`config.mk`:
```
export PLATFORM = sky130hd
export DESIGN_NAME = pmp_cfg_regs
export DESIGN_NICKNAME = d
export VERILOG_FILES = /design/src/rtl/pmp_cfg_regs.sv
export SDC_FILE = /design/constraint.sdc
export NUM_CORES = 1
export LEC_CHECK = 0
export CAP_MARGIN = 20
export CORE_AREA = 2 2 285 287
export DETAILED_ROUTE_END_ITERATION = 10
export DIE_AREA = 0 0 287 289
export GPL_ROUTABILITY_DRIVEN = 1
export PLACE_DENSITY_LB_ADDON = 0.12
export SYNTH_ARGS = -nofsm -noshare
export SYNTH_HDL_FRONTEND = slang
export SYNTH_SLANG_ARGS = --single-unit
```
`constraint.sdc`:
```
create_clock -name clk_i -period 3 [get_ports clk_i]
set_input_delay 0.9 -clock clk_i [delete_from_list [all_inputs] [get_ports clk_i]]
set_output_delay 0.9 -clock clk_i [all_outputs]
set_load 0.01 [all_outputs]
```
`src/rtl/pmp_cfg_regs.sv`:
```
// RV32 PMP configuration/address CSR storage with WARL and lock enforcement.
// Serves one CSR request at a time and pulses flush_o after every legal write.
module pmp_cfg_regs #(
    parameter int unsigned NR_ENTRIES = 4,
    parameter int unsigned PMP_LEN    = 32
) (
    input  logic                           clk_i,
    input  logic                           rst_i,
    input  logic                           req_valid_i,
    output logic                           req_ready_o,
    input  logic                           req_we_i,
    input  logic [11:0]                    req_addr_i,
    input  logic [31:0]                    req_wdata_i,
    output logic                           rsp_valid_o,
    output logic [31:0]                    rsp_rdata_o,
    output logic                           rsp_err_o,
    output logic [15:0][7:0]               conf_o,
    output logic [15:0][PMP_LEN-1:0]       conf_addr_o,
    output logic                           flush_o
);

    localparam int unsigned NR_CSR_ENTRIES = 16;
    localparam logic [1:0]  A_TOR          = 2'b01;
    localparam logic [9:0]  CFG_BASE       = 10'h0E8;   // 0x3A0..0x3A3
    localparam logic [7:0]  ADDR_BASE      = 8'h3B;     // 0x3B0..0x3BF

    typedef enum logic [1:0] {
        IDLE,
        RESP,
        FLUSH
    } state_e;

    state_e                                  state_q;
    logic [NR_CSR_ENTRIES-1:0][7:0]          cfg_q, cfg_d;
    logic [NR_CSR_ENTRIES-1:0][PMP_LEN-1:0]  addr_q, addr_d;
    logic                                    ready_q;
    logic                                    rsp_valid_q;
    logic [31:0]                             rsp_rdata_q;
    logic                                    rsp_err_q;
    logic                                    flush_q;
    logic                                    wr_legal_q;

    logic                                    is_cfg;
    logic                                    is_addr;
    logic                                    accept;
    logic                                    err_d;
    logic                                    wr_legal_d;
    logic [31:0]                             rdata_d;
    logic [NR_CSR_ENTRIES:0]                 tor_lock;
    logic [NR_CSR_ENTRIES-1:0]               addr_lock;

    // Request decode
    always_comb begin
        is_cfg     = (req_addr_i[11:2] == CFG_BASE);
        is_addr    = (req_addr_i[11:4] == ADDR_BASE);
        accept     = ready_q && req_valid_i;
        err_d      = !(is_cfg || is_addr);
        wr_legal_d = req_we_i && !err_d;
    end

    // pmpaddr[i] is frozen by its own lock or by a locked TOR entry above it
    always_comb begin
        tor_lock                 = '0;
        addr_lock                = '0;
        tor_lock[NR_CSR_ENTRIES] = 1'b0;
        for (int unsigned e = 0; e < NR_CSR_ENTRIES; e++) begin
            tor_lock[e] = cfg_q[e][7] && (cfg_q[e][4:3] == A_TOR);
        end
        for (int unsigned e = 0; e < NR_CSR_ENTRIES; e++) begin
            addr_lock[e] = cfg_q[e][7] || tor_lock[e+1];
        end
    end

    // Next register contents for an accepted write
    always_comb begin
        logic [7:0] b;
        logic [3:0] ei;
        cfg_d  = cfg_q;
        addr_d = addr_q;
        b      = '0;
        ei     = '0;
        for (int unsigned e = 0; e < NR_CSR_ENTRIES; e++) begin
            ei = 4'(e);
            if (accept && req_we_i && is_cfg && (ei[3:2] == req_addr_i[1:0])
                && (e < NR_ENTRIES) && !cfg_q[e][7]) begin
                b      = req_wdata_i[{ei[1:0], 3'b000} +: 8];
                b[6:5] = 2'b00;
                if (b[1] && !b[0]) begin
                    b[1] = 1'b0;
                end
                cfg_d[e] = b;
            end
            if (accept && req_we_i && is_addr && (ei == req_addr_i[3:0])
                && (e < NR_ENTRIES) && !addr_lock[e]) begin
                addr_d[e] = req_wdata_i[PMP_LEN-1:0];
            end
        end
    end

    // Read data reflects state before this request's write
    always_comb begin
        rdata_d = '0;
        if (!req_we_i) begin
            if (is_cfg) begin
                rdata_d = cfg_q[{req_addr_i[1:0], 2'b00} +: 4];
            end else if (is_addr) begin
                rdata_d = 32'(addr_q[req_addr_i[3:0]]);
            end
        end
    end

    // Control FSM, registers and registered outputs
    always_ff @(posedge clk_i) begin
        if (rst_i) begin
            state_q     <= IDLE;
            cfg_q       <= '0;
            addr_q      <= '0;
            ready_q     <= 1'b1;
            rsp_valid_q <= 1'b0;
            rsp_rdata_q <= '0;
            rsp_err_q   <= 1'b0;
            flush_q     <= 1'b0;
            wr_legal_q  <= 1'b0;
        end else begin
            rsp_valid_q <= 1'b0;
            rsp_rdata_q <= '0;
            rsp_err_q   <= 1'b0;
            flush_q     <= 1'b0;
            case (state_q)
                IDLE: begin
                    if (accept) begin
                        cfg_q       <= cfg_d;
                        addr_q      <= addr_d;
                        rsp_valid_q <= 1'b1;
                        rsp_rdata_q <= rdata_d;
                        rsp_err_q   <= err_d;
                        wr_legal_q  <= wr_legal_d;
                        ready_q     <= 1'b0;
                        state_q     <= RESP;
                    end
                end
                RESP: begin
                    if (wr_legal_q) begin
                        flush_q <= 1'b1;
                        state_q <= FLUSH;
                    end else begin
                        ready_q <= 1'b1;
                        state_q <= IDLE;
                    end
                end
                FLUSH: begin
                    ready_q <= 1'b1;
                    state_q <= IDLE;
                end
                default: begin
                    ready_q <= 1'b1;
                    state_q <= IDLE;
                end
            endcase
        end
    end

    assign req_ready_o = ready_q;
    assign rsp_valid_o = rsp_valid_q;
    assign rsp_rdata_o = rsp_rdata_q;
    assign rsp_err_o   = rsp_err_q;
    assign flush_o     = flush_q;
    assign conf_o      = cfg_q;
    assign conf_addr_o = addr_q;

endmodule

```
== Word level (Yosys, flattened, before mapping) ==
Index checks and enable logic that the tools add are counted.

* Register bits after elaboration: 191
* Output and inout bits: 676
* Bits of input ports: 48

* Bitwise gates (word level): 3
* Shift operators: 7
* Eq/ne operators: 11
* Muxes and demuxes: 16
* Reductions and logical operators: 58
* Order comparisons: 1

{| class="wikitable"
|+ Operators by type and width
! cell !! number
|-
| $bmux 32 s4 || 1
|-
| $mux 32 || 3
|-
| $shiftx 16x5->4 || 6
|-
| $logic_and 1x1->1 || 25
|-
| $reduce_and 3->1 || 8
|-
| $shiftx 16x5->4 const A || 1
|-
| $logic_not 1->1 || 12
|-
| $eq 10x8->1 const B || 1
|-
| $eq 2x1->1 const B || 4
|-
| $eq 2x4->1 const A || 2
|-
| $eq 8x6->1 const B || 1
|-
| $mux 1 || 8
|-
| $lt 4x5->1 const B || 1
|-
| $eq 1x4->1 const A || 1
|-
| $logic_not 2->1 || 2
|-
| $logic_not 4->1 || 1
|-
| $logic_or 1x1->1 || 4
|-
| $mux 2 || 2
|-
| $ne 2x2->1 const B || 2
|-
| $pmux 2 s2 || 1
|-
| $reduce_and 2->1 || 2
|-
| $reduce_or 2->1 || 2
|-
| $reduce_or 4->1 || 1
|-
| $not 1->1 || 3
|-
| other kinds (2) || 2
|}

== Depth between registers and ports, before layout ==
Gate-level depths: netlist of the first run.

* Depth after elaboration: 6
* Mapped depth: 7
* Mapped depth without buffers: 4

== Least setup slack after synthesis of the first run ==
No wires, ideal clock.

* Kind: input-to-reg
* Start: input req_addr_i[0]
* End: register cfg_q, in the netlist conf_o[0]
* Slack: 0.426 ns
* Stages: 6
* Arrival: 2.451 ns
* Buffers on the path: 2
* Setup time: 0.122 ns
* Path through: buf_4 > or4b_4 > or3_1 > or3_1 > buf_2 > mux2i_1

* Cells in the longest elaborated chain, start to end: 4

{| class="wikitable"
|+ Ends and longest elaborated chain
! item !! RTL line !! RTL
|-
| from (decl) || 12 || <nowiki>input logic [11:0] req_addr_i,</nowiki>
|-
| $logic_not 2->1 || 84 || <nowiki>if (accept && req_we_i && is_cfg && (ei[3:2] == req_addr_i[1:0])</nowiki>
|-
| $logic_and 1x1->1 || 84 ||
|-
| $logic_and 1x1->1 || 85 || <nowiki>&& (e < NR_ENTRIES) && !cfg_q[e][7]) begin</nowiki>
|-
| $reduce_and 3->1 (no line) || -- ||
|-
| to (signal assigned) || 132 || <nowiki>cfg_q <= cfg_d;</nowiki>
|-
| to (decl) || 34 || <nowiki>logic [NR_CSR_ENTRIES-1:0][7:0] cfg_q, cfg_d;</nowiki>
|}

No other way between the ends.
A chain may end at the register's enable or synchronous reset.

== Worst setup path in the final report of the first run ==
* Start: input req_addr_i[4]
* End: register cfg_q, in the netlist conf_o[18]

* Cells in the longest elaborated chain, start to end: 5

{| class="wikitable"
|+ Ends and longest elaborated chain
! item !! RTL line !! RTL
|-
| $eq 10x8->1 || 54 || <nowiki>is_cfg = (req_addr_i[11:2] == CFG_BASE);</nowiki>
|-
| $logic_and 1x1->1 || -- ||
|-
| $logic_and 1x1->1 || 84 ||
|-
| $logic_and 1x1->1 || 85 ||
|-
| $reduce_and 3->1 (no line) || -- ||
|}

No other way between the ends.

==> results of run 1 <==
layer usage:
metal / GRT usage (%) / wire, um
met4: 2.71 / 505
met1: 11.8 / 17500
met5: 0 / 46
met3: 3.27 / 2750
met2: 16.3 / 20900
cell type report:
type | instances | area [um^2]
Antenna cell | 1 | 2.50
Clock buffer | 19 | 433
Clock inverter | 13 | 146
Fill cell | 8899 | 65500
Inverter | 3 | 11.3
Multi-Input combinational cell | 937 | 5860
Sequential cell | 191 | 3820
Tap cell | 1060 | 1330
Timing Repair Buffer | 273 | 2840
logic make-up after synthesis:
logic type,synth area share (%)
compound gates,2.47
other cells,0.0321
simple gates,12.6
buf+inv,33.3
flops,32.8
mux,18.9
stage by stage:
step / cell area, um^2 / hold slack, ns / power (W) / TNS [ns]
after CTS: 14400 / 0.488 / 0.00573 / 0
after detailed placement: 13900 / 0.476 / 0.00316 / -8.49
after global routing: 14400 / 0.517 / 0.00590 / 0
final: 14400 / 0.483 / 0.00555 / 0
after floorplan: 13500 / 0.448 / 0.00347 / 0
after global placement: 13900 / 0.479 / 0.00316 / -7.46
Yosys cell counts (all sizes together):
master	n
buf	507
dfxtp	191
nand2b	180
mux2i	148
clkbuf	33
mux4	32
a22o	24
and2	9
nor2	8
nand2	6
or3	6
a31oi	4
nand3b	4
and3	3
inv	3
nand3	3
nor4	3
o2111ai	3
a21oi	2
and4b	2
nor3	2
nor3b	2
or2	2
conb	1
nand4b	1
nand4bb	1
nor2b	1
o2111a	1
o21ai	1
or4b	1
critical path, stage by stage:
cell	delay [ns]
clkdlybuf4s50_1	0.43
or4b_4	0.56
or3_1	0.32
buf_4	0.18
or3_1	0.48
mux2i_1	0.18
power groups by stage:
stage | Clock, W | Combinational [W] | Sequential, W
floorplan | 0 | 0.000874 | 0.00260
global placement | 0 | 0.000563 | 0.00260
detailed placement | 0 | 0.000562 | 0.00260
CTS | 0.00263 | 0.000563 | 0.00254
global route | 0.00272 | 0.000637 | 0.00254
finish | 0.00244 | 0.000571 | 0.00254
how the worst max path moves through the flow:
stage / depth (start not counted) / from / end / slack, ns
after floorplan: 6 / req_addr_i[0] / conf_o[0]$_SDFFE_PP0P_ / 0.43
after global routing: 1 / conf_o[12]$_SDFFE_PP0P_ / conf_o[12] / 0.25
after CTS: 1 / conf_o[12]$_SDFFE_PP0P_ / conf_o[12] / 0.24
after detailed placement: 6 / req_addr_i[4] / conf_o[16]$_SDFFE_PP0P_ / -0.22
after global placement: 6 / req_addr_i[4] / conf_o[16]$_SDFFE_PP0P_ / -0.22
final: 6 / req_addr_i[4] / conf_o[18]$_SDFFE_PP0P_ / 0.31
registers in the layout, summed over array words and instances (netlist names):
signal and flops:
conf_addr_o 128, conf_o 24, flush_o 1, req_ready_o 1
rsp_err_o 1, rsp_rdata_o 32, rsp_valid_o 1, state_q 2
wr_legal_q 1
==> flow_summary.toml, run 1 <==
[detailed_routing]
ant_nets = 0
via_per_inst = 2.94
vias = 7334
post-route-drc-count = 0
dr.pass1.iters = 4
post_drt_wl_per_cell_um = 16.7
drt_wl_total_um = 41700
drt_iter0_drc = 220

[placed_design]
dp_slack_ns = -0.221
port_buffers = 235
dp_cells = 2464
hpwl_um = 30700
routabilityCongestion = 0.672

[critical_path]
critPathMaxFanout = 5
worstSetupEndpointType = "register"
path_class = "in2reg"
reg2regPathDepth = 7
crit_required_ns = 3.36
r2r_setup_slack_ns = 1.01
r2r-start = "req_ready_o$_SDFFE_PP1P_"
worstSetupStartpointType = "input pin"
critPathArrivalTime_ns = 3.05
r2r_end = "conf_addr_o[24]$_SDFFE_PP0P_"

[global_route]
gr-total-overflow = 0
grt_max_degree = 126
grt_pass1_vias = 7030
track_usage_pct = 9.69
grt_pass1_wl_um = 55900
antenna_found_initial = 6

[sta]
rsz0062_at_grt = "no"
period_share_pct = 89.6
relSlewSlack_pct = 58.7
finalSetupViolCount = 0
fin_worst_skew_ns = 0.0144
worst_slack_ns = 0.313
tightestPinTransition_ns = 0.620
slew_viol_final = 0
fmax_mhz = 372
period_needed_ns = 2.69
finalHoldViolations = 0

[power_and_ir_drop]
internal_power_w = 0.00386
pwr-share-comb_pct = 10.3
power_frac_clock_pct = 44.0
p_sw_share_pct = 30.5
pwr-share-seq_pct = 45.7
switching_power_w = 0.00169
worst_ir_drop_vdd_uv = 428
powerDensity_mw_per_mm2 = 384
p_leak_nw = 6.40

[floorplan]
dieArea_mm2 = 0.0829
num_rows = 104
die_w_um = 287
core-area_mm2 = 0.0799
start_util_pct = 14.6
fp.dieH_um = 289
io_pins = 724

[clocking]
post-cts-setup-buffers = 0
path_clk_slew_ns = 0.08
cts_resized = 0
ctsRootBufferMaster = "clkbuf_16"
tritoncts = "built"
worstSkewPairLatency_ns = 0.49
clockBufferDepth = 2
cts_hold_buf = 0
numCtsBuffers = 17
htree_num_levels = 4
cts_sinks = 191

[layout]
layout_commonest_cell = "conb_1"
final_cell_mix = "conb_1, clkdlybuf4s50_1, dfxtp_1, nand2b_1, mux2i_1"
fin_cells = 2497
final_util_pct = 18.1
syn_to_final_growth_pct = 23.7
layout.nets = 1471
layout-drive-gt1-share_pct = 7.87

[synth]
synth_top_cells_by_area = "dfxtp_1, buf_4, mux2i_1"
syn-cell-area_mm2 = 0.0117
synth.ff_latch_count = 191
synth-seq-area-share_pct = 32.8
synth_area_per_cell_um2 = 9.86
synth.top_cell.area_share_pct = 32.8
yosysTopAreaCell = "dfxtp_1"
syn-instance-count = 1184
synth.distinct_cells = 34
ys_warn_count = 0

[worst_hold_path]
hold_end = "wr_legal_q$_SDFFE_PP0N_"
hold_start = "wr_legal_q$_SDFFE_PP0N_"
hold_class = "reg2reg"
hold-path-cell-count = 2

[job]
drv_cap = 0

[outcome]
outcome = "completed"
(Power assumes the default switching activity.)
==> run 2: changes to the inputs <==
Settings changed: CAP_MARGIN 20 to default.
==> results of run 2 <==
Final layout, timing and power as in run 1 (identical DEF).
